## src/rtl/pipe_pkg.sv

```systemverilog
// Shared tag type and sizing helpers for the pipeline scoreboard/forwarding controller.
// Optional define SCB_ZERO_REG_EN makes register 0 a hardwired zero.
package pipe_pkg;

  // Tag rd field is fixed-width so the struct can live in a package; covers NREG up to 256.
  localparam int TAG_RD_W = 8;
  localparam int FWD_RF   = 0;

`ifdef SCB_ZERO_REG_EN
  localparam bit ZERO_REG_HARD = 1'b1;
`else
  localparam bit ZERO_REG_HARD = 1'b0;
`endif

  typedef struct packed {
    logic                valid;
    logic [TAG_RD_W-1:0] rd;
    logic                regwrite;
    logic                is_load;
  } tag_t;

  function automatic int reg_aw(input int nreg);
    return (nreg > 1) ? $clog2(nreg) : 1;
  endfunction

  function automatic int sel_w(input int depth);
    return $clog2(depth + 1);
  endfunction

endpackage

```

## src/rtl/scb_operand_resolve.sv

```systemverilog
// Per-operand priority match over the in-flight tags: youngest producer wins.
// Honours SCB_ZERO_REG_EN (via pipe_pkg) so source register 0 never matches.
module scb_operand_resolve
  import pipe_pkg::*;
#(
  parameter int DEPTH            = 3,
  parameter int REG_AW           = 3,
  parameter int SEL_W            = 2,
  parameter int LOAD_READY_STAGE = 2
) (
  input  tag_t [DEPTH:1]    tags_i,
  input  logic [REG_AW-1:0] rs_i,
  input  logic              use_i,
  output logic [SEL_W-1:0]  sel_o,
  output logic              needs_stall_o
);

  logic src_live;
  logic found;

  assign src_live = use_i && !(ZERO_REG_HARD && (rs_i == '0));

  always_comb begin
    sel_o         = SEL_W'(FWD_RF);
    needs_stall_o = 1'b0;
    found         = 1'b0;
    for (int s = 1; s <= DEPTH; s++) begin
      if (!found && src_live && tags_i[s].valid && tags_i[s].regwrite &&
          (tags_i[s].rd == TAG_RD_W'(rs_i))) begin
        found         = 1'b1;
        sel_o         = SEL_W'(s);
        needs_stall_o = tags_i[s].is_load && (s < LOAD_READY_STAGE);
      end
    end
  end

endmodule

```

## src/rtl/pipe_scoreboard_fwd.sv

```systemverilog
// ID-stage hazard detector and operand forwarder tracking DEPTH post-decode stages.
// Optional define SCB_ZERO_REG_EN: register 0 hardwired zero (no match, no stall, operand 0).
module pipe_scoreboard_fwd
  import pipe_pkg::*;
#(
  parameter int  DATA_W           = 8,
  parameter int  NREG             = 8,
  parameter int  DEPTH            = 3,
  parameter int  LOAD_READY_STAGE = 2,
  parameter int  CNT_W            = 16,
  localparam int REG_AW           = reg_aw(NREG),
  localparam int SEL_W            = sel_w(DEPTH)
) (
  input  logic                    clk,
  input  logic                    reset,
  input  logic                    id_valid,
  input  logic [REG_AW-1:0]       id_rs1,
  input  logic [REG_AW-1:0]       id_rs2,
  input  logic                    id_use_rs1,
  input  logic                    id_use_rs2,
  input  logic [REG_AW-1:0]       id_rd,
  input  logic                    id_regwrite,
  input  logic                    id_is_load,
  input  logic [DATA_W-1:0]       rf_rd1,
  input  logic [DATA_W-1:0]       rf_rd2,
  input  logic [DEPTH*DATA_W-1:0] stage_res,
  input  logic                    flush,
  output logic                    stall,
  output logic [SEL_W-1:0]        fwd_sel_a,
  output logic [SEL_W-1:0]        fwd_sel_b,
  output logic [DATA_W-1:0]       opnd_a,
  output logic [DATA_W-1:0]       opnd_b,
  output logic [CNT_W-1:0]        stall_cnt
);

  tag_t [DEPTH:1]   tags_q, tags_d;
  logic [CNT_W-1:0] cnt_q, cnt_d;
  logic             need_a, need_b;

  scb_operand_resolve #(
    .DEPTH(DEPTH), .REG_AW(REG_AW), .SEL_W(SEL_W), .LOAD_READY_STAGE(LOAD_READY_STAGE)
  ) u_res_a (
    .tags_i(tags_q), .rs_i(id_rs1), .use_i(id_use_rs1),
    .sel_o(fwd_sel_a), .needs_stall_o(need_a)
  );

  scb_operand_resolve #(
    .DEPTH(DEPTH), .REG_AW(REG_AW), .SEL_W(SEL_W), .LOAD_READY_STAGE(LOAD_READY_STAGE)
  ) u_res_b (
    .tags_i(tags_q), .rs_i(id_rs2), .use_i(id_use_rs2),
    .sel_o(fwd_sel_b), .needs_stall_o(need_b)
  );

  // Flush overrides any hazard: the killed instruction must not hold the front end.
  assign stall = id_valid && !flush && (need_a || need_b);

  always_comb begin
    opnd_a = rf_rd1;
    opnd_b = rf_rd2;
    for (int s = 1; s <= DEPTH; s++) begin
      if (fwd_sel_a == SEL_W'(s)) opnd_a = stage_res[s*DATA_W-1 -: DATA_W];
      if (fwd_sel_b == SEL_W'(s)) opnd_b = stage_res[s*DATA_W-1 -: DATA_W];
    end
    if (ZERO_REG_HARD && (id_rs1 == '0)) opnd_a = '0;
    if (ZERO_REG_HARD && (id_rs2 == '0)) opnd_b = '0;
  end

  always_comb begin
    tags_d = tags_q;
    for (int s = 2; s <= DEPTH; s++) tags_d[s] = tags_q[s-1];
    if (flush || stall || !id_valid) begin
      tags_d[1] = '0;
    end else begin
      tags_d[1].valid    = 1'b1;
      tags_d[1].rd       = TAG_RD_W'(id_rd);
      tags_d[1].regwrite = id_regwrite;
      tags_d[1].is_load  = id_is_load;
    end
  end

  assign cnt_d = (stall && (cnt_q != '1)) ? cnt_q + 1'b1 : cnt_q;

  always_ff @(posedge clk) begin
    if (reset) begin
      tags_q <= '0;
      cnt_q  <= '0;
    end else begin
      tags_q <= tags_d;
      cnt_q  <= cnt_d;
    end
  end

  assign stall_cnt = cnt_q;

endmodule

```

## config.mk

```make
export PLATFORM = sky130hd
export DESIGN_NAME = pipe_scoreboard_fwd
export DESIGN_NICKNAME = d
export VERILOG_FILES = /design/src/rtl/pipe_pkg.sv /design/src/rtl/scb_operand_resolve.sv /design/src/rtl/pipe_scoreboard_fwd.sv
export SDC_FILE = /design/constraint.sdc
export NUM_CORES = 1
export LEC_CHECK = 0
export ABC_AREA = 1
export CAP_MARGIN = 25
export CORE_AREA = 5 5 82 84
export CTS_BUF_LIST = sky130_fd_sc_hd__clkbuf_4
export DETAILED_ROUTE_END_ITERATION = 12
export DIE_AREA = 0 0 87 89
export PLACE_DENSITY = 0.84
export SYNTH_ARGS = -nofsm -noshare
export SYNTH_HDL_FRONTEND = slang
export SYNTH_SLANG_ARGS = --single-unit
export TNS_END_PERCENT = 5
```

## constraint.sdc

```tcl
create_clock -name clk -period 3.8 [get_ports clk]
set_input_delay 0.76 -clock clk [delete_from_list [all_inputs] [get_ports clk]]
set_output_delay 0.76 -clock clk [all_outputs]
set_load 0.1 [all_outputs]
```

# Word-level counts from Yosys, hierarchy flattened
# Cells that the tools add are included.
[op_classes] addsub=1 n_mux=23 n_eq_ne=13 reduce_logical=35
[ops] op="$eq A8 B3 Y1" n=6
[ops] op="$mux W8" n=6
[ops] op="$logic_and A1 B1 Y1" n=25
[ops] op="$add A16 B1 Y16 const B" n=1
[ops] op="$ne A16 B16 Y1 const B" n=1
[ops] op="$mux W1" n=12
[ops] op="$mux W11" n=1
[ops] op="$eq A2 B2 Y1 const B" n=4
[ops] op="$mux W2" n=4
[ops] op="$logic_not A1 Y1" n=6
[ops] op="$eq A2 B1 Y1 const B" n=2
[ops] op="$logic_or A1 B1 Y1" n=3
[ops] op="$reduce_or A2 Y1" n=1
[totals] input_bits=57 word_cells=84 regBits=47

# Depth between registers and ports, before layout
[depth] ltp_word=21 ltp_mapped=12

# Modules after synthesis
# Synthesis repeated with hierarchy kept, for this count alone.
[hier_totals] cells_unflattened=455 area_unflattened_um2=2566.2
[by_module_without_submodules] module="pipe_scoreboard_fwd" cells_per_inst=293 seq_area_each_um2=680.7 area_per_inst_um2=1918.1 instances=1
[by_module_without_submodules] module="scb_operand_resolve" cells_per_inst=81 seq_area_each_um2=0.0 area_per_inst_um2=324.1 instances=2

# Worst setup path before layout
# Ideal clock, no wire load.
[synth_path] kind="input to output" startpoint="input id_rs2[1]" endpoint="output stall" arrival_ps=3311 cell_stages=8 required_ps=3040 setup_slack_ps=-271 path_buffers=0 cell_sequence="inv_1 -> nand2_1 -> nand2_1 -> nor2_1 -> nand3_1 -> nand2_2 -> inv_1 -> nor3_1"
[synth_between] elab_chain_cells=17 word_cells_on_any_way=21 cone_classes="3 x eq/ne; 5 x mux; 13 x reduce/logical"
[synth_lines] element="start, declared" line="pipe_scoreboard_fwd.sv:18" text="input logic [REG_AW-1:0] id_rs2,"
[synth_lines] element="$eq A8 B3 Y1" line="scb_operand_resolve.sv:29" text="(tags_i[s].rd == TAG_RD_W'(rs_i))) begin"
[synth_lines] element="$logic_and A1 B1 Y1" line="scb_operand_resolve.sv:28" text="if (!found && src_live && tags_i[s].valid && tags_i[s].regwrite &&"
[synth_lines] element="$mux W1" line="scb_operand_resolve.sv:28"
[synth_lines] element="$logic_not A1 Y1" line="scb_operand_resolve.sv:28"
[synth_lines] element="$logic_and A1 B1 Y1 (4 in series)" line="scb_operand_resolve.sv:28"
[synth_lines] element="$mux W1" line="scb_operand_resolve.sv:28"
[synth_lines] element="$logic_not A1 Y1" line="scb_operand_resolve.sv:28"
[synth_lines] element="$logic_and A1 B1 Y1 (4 in series)" line="scb_operand_resolve.sv:28"
[synth_lines] element="$mux W1 (*)" line="scb_operand_resolve.sv:28"
[synth_lines] element="$logic_or A1 B1 Y1 (*)" line="pipe_scoreboard_fwd.sv:55" text="assign stall = id_valid && !flush && (need_a || need_b);"
[synth_lines] element="$logic_and A1 B1 Y1 (*)" line="pipe_scoreboard_fwd.sv:55"
[synth_lines] element="end, declared" line="pipe_scoreboard_fwd.sv:28" text="output logic stall,"
# Every way passes the cells marked *; elsewhere a longest branch is shown, timed or not.

# Final worst setup path
[layout_path] startpoint="input id_rs1[1]" endpoint="output opnd_a[7]"
[layout_between] elab_chain_cells=19 word_cells_on_any_way=25 cone_classes="6 x eq/ne; 8 x mux; 11 x reduce/logical"
[layout_lines] element="start, declared" line="pipe_scoreboard_fwd.sv:17" text="input logic [REG_AW-1:0] id_rs1,"
[layout_lines] element="$eq A8 B3 Y1" line="scb_operand_resolve.sv:29"
[layout_lines] element="$logic_and A1 B1 Y1" line="scb_operand_resolve.sv:28"
[layout_lines] element="$mux W1" line="scb_operand_resolve.sv:28"
[layout_lines] element="$logic_not A1 Y1" line="scb_operand_resolve.sv:28"
[layout_lines] element="$logic_and A1 B1 Y1 (4 in series)" line="scb_operand_resolve.sv:28"
[layout_lines] element="$mux W1" line="scb_operand_resolve.sv:28"
[layout_lines] element="$logic_not A1 Y1" line="scb_operand_resolve.sv:28"
[layout_lines] element="$logic_and A1 B1 Y1 (4 in series)" line="scb_operand_resolve.sv:28"
[layout_lines] element="$mux W2 (*)" line="scb_operand_resolve.sv:28"
[layout_lines] element="$eq A2 B1 Y1" line="pipe_scoreboard_fwd.sv:61" text="if (fwd_sel_a == SEL_W'(s)) opnd_a = stage_res[s*DATA_W-1 -: DATA_W];"
[layout_lines] element="$mux W8 (2 in series)" line="pipe_scoreboard_fwd.sv:61"
[layout_lines] element="$mux W8 (*)" line="pipe_scoreboard_fwd.sv:61"
[layout_lines] element="end, declared" line="pipe_scoreboard_fwd.sv:31" text="output logic [DATA_W-1:0] opnd_a,"
# Marks and branches as above.

==> impl_metrics.toml <==
[clocking]
htreeDepth = 2
cts_setup_buffers = 0
cts_num_sinks = 32
ctsHoldBuffers = 0
clockBufferDepth = 2
cts-resized-gates = 0
cts_buffers = 5
cts.clk_slew.worst_paths_ns = 0.10
cts_tree = "done"
root_buffer = "clkbuf_4"
worstSkewPairLatency_ns = 0.34

[timing]
fin_tns_setup_ns = 0
setup_viol = 0
maxSlewViolCount = 0
max_freq_mhz = 288
worst_pin_slew_ns = 0.980
rsz0062_at_grt = "no"
fin_crit_ns = 3.47
fin_ws_ns = 0.333
maxSlewHeadroom_pct = 34.4
final_hold_viol_count = 0
finalCritPeriodShare_pct = 91.2
skew_ns = 0.00469

[synth]
ys.warnings.count = 0
synth_cells = 438
synth_cell_types = 30
synth-seq-cells = 32
syn_area_per_cell_um2 = 5.80
synthesis.nets = 496
synthesis.area_um2 = 2540
ys_seq_area_share_pct = 25.2

[hold_path]
hp-class = "reg2reg"
hp-start = "tags_d[32]"

[critical_path]
startpoint = "id_rs1[1]"
critPathMaxFanout = 12
cp.required_ns = 3.04
crit_arrival_ns = 2.71
rr_startpoint = "stall_cnt[0]"
critPathMaxStageDelay_ns = 0.54
critPathCaptureType = "output port"
crit_buf_inv = 4
worstPathCellList = "clkdlybuf4s50_1 -> inv_1 -> nand2_1 -> nand2_1 -> nor2_1 -> nand2_1 -> nand2_1 -> inv_2 -> nand2_1 -> nand2_1 -> nand2_1 -> nand2_1 -> nand2_1 -> buf_12"
slowest_stage = "clkdlybuf4s50_1"
crit_type = "in2out"
path_delay_family = "simple AND/OR/NAND/NOR gates"
crit_path_frequent_cell = "nand2_1"
cp-start-kind = "input pin"

[detailed_routing]
route.detailed.drc = 0
firstDrtPassIters = 5
ant_nets = 0
wl_per_cell_um = 13.4
detail_route.vias_per_cell = 5.08
vias = 3099
wl_um = 8170
drt-initial-drc-count = 133

[finish]
seqCellArea_um2 = 641
multi_input_area_um2 = 1650
areaGrowthSynthToFinish_pct = 51.6
fillers = 526
layout-drive-gt1-share_pct = 13.8
antennaDiodeCount = 0
nets = 592

[placement]
routabilityCongestion = 0.949
dp_hpwl_um = 6670
port_buffers = 93
dp_slack_ns = 0.344

[die]
floorplan.rows = 28
fp.dieH_um = 89
ioPinCount = 94
fp.coreArea_um2 = 5850
dieArea_um2 = 7740
initial_utilization_pct = 43.4
die_w_um = 87

[global_route]
use_met3_pct = 3.13
grt_use_total_pct = 21.2
grt_pass1_wl_um = 13200
grt_max_degree = 19
grt_pass1_vias = 2890
grt_overflow_total = 0
top_usage_layer = "met2"
antenna_found_initial = 0
met2_usage_pct = 38.3
met1_usage_pct = 25.7

[power_and_ir_drop]
power_density_nw_per_um2 = 217
leakage_nw = 1.74
irDropWorstVdd_mv = 0.203

[outcome]
outcome = "finished, final reports clean"

[job]
cap_violations = 0
## cell usage after synthesis, drive strengths merged
cell | n | area (um2)
buf | 5 | 41.3
nor3 | 4 | 30.0
a21oi | 16 | 114
o211ai | 1 | 7.51
dfxtp | 32 | 641
ha | 1 | 12.5
o22ai | 1 | 6.26
nand2b | 1 | 6.26
xnor2 | 2 | 17.5
nand3b | 3 | 22.5
clkbuf | 7 | 26.3
nand3 | 45 | 238
nand4 | 20 | 125
nand2 | 182 | 726
inv | 49 | 184
xor2 | 7 | 61.3
nor2 | 46 | 203
o21ai | 16 | 80.1
## registers in the layout, indices dropped and copies added (netlist names)
signal,count
tags_q,5
stall_cnt,16
tags_d,11
## final timing paths
path	endpoint	slack (ns)	cells after the start
max	opnd_a[7]	0.33	14
min	tags_q[32]	0.43	2
max reg2reg	stall_cnt[3]	1.87	9
min reg2reg	tags_q[32]	0.43	2
## worst register-to-register path, stage by stage (launching register included)
cell	delay [ns]
dfxtp_1	0.45
ha_1	0.24
nand3_1	0.14
nor2_4	0.21
nand2_4	0.08
nor2_4	0.10
nand2_4	0.14
nand3_4	0.28
nand2_1	0.10
a21oi_1	0.14
## logic make-up (layout without fill, tap and decap cells)
group | Yosys count | count (layout) | synth area share (%)
xor+xnor | 9 | 9 | 3.10
buf+inv | 61 | 158 | 9.90
flops | 32 | 32 | 25.2
fa+ha+maj | 1 | 1 | 0.492
compound gates | 34 | 34 | 8.17
simple gates | 301 | 301 | 53.1
## area by class of cell
| class | count | share of cell area [%] |
|---|---|---|
| inverters | 49 | 4.77 |
| multi-input cells | 345 | 42.9 |
| clock inverters | 3 | 1.10 |
| well taps | 75 | 2.44 |
| clock buffers | 5 | 0.974 |
| repair buffers | 101 | 31.2 |
| flip-flops and latches | 32 | 16.6 |
## per-layer routing
metal | part of all wire (%) | wire length, um
met2 | 48 | 3950
met3 | 9.1 | 744
met1 | 41 | 3340
met4 | 1.7 | 137
met5 | 0 | 0
## placed cells by master, fill, tap and decap left out, drive strengths merged, types with 2 or more instances in the layout
cell type      count
xor2               7
a21oi             16
nor3               4
nand4             20
clkdlybuf4s50     72
clkbuf             5
nor2              46
inv               49
nand3             45
xnor2              2
o21ai             16
buf               29
nand2            182
dfxtp             32
nand3b             3
## power breakdown
part / switching (mW) / internal, mW / total [mW] / leakage (nW)
Clock: 0.121 / 0.137 / 0.258 / 0.0412
Combinational: 0.133 / 0.105 / 0.238 / 1.44
Sequential: 0.00264 / 0.339 / 0.341 / 0.259
## metrics by stage
stage | std cells | util (%) | power [mW] | instance area (um2) | hold WS (ns)
floorplan | 438 | - | 0.466 | 2550 | 0.403
global placement | 602 | 64.5 | 0.585 | 3770 | 0.407
detailed placement | 602 | 64.5 | 0.586 | 3770 | 0.422
CTS | 610 | 65.9 | 0.841 | 3850 | 0.436
global route | 610 | 65.9 | 0.869 | 3850 | 0.480
finish | 610 | 65.9 | 0.837 | 3850 | 0.435
(Power assumes the default switching activity.)
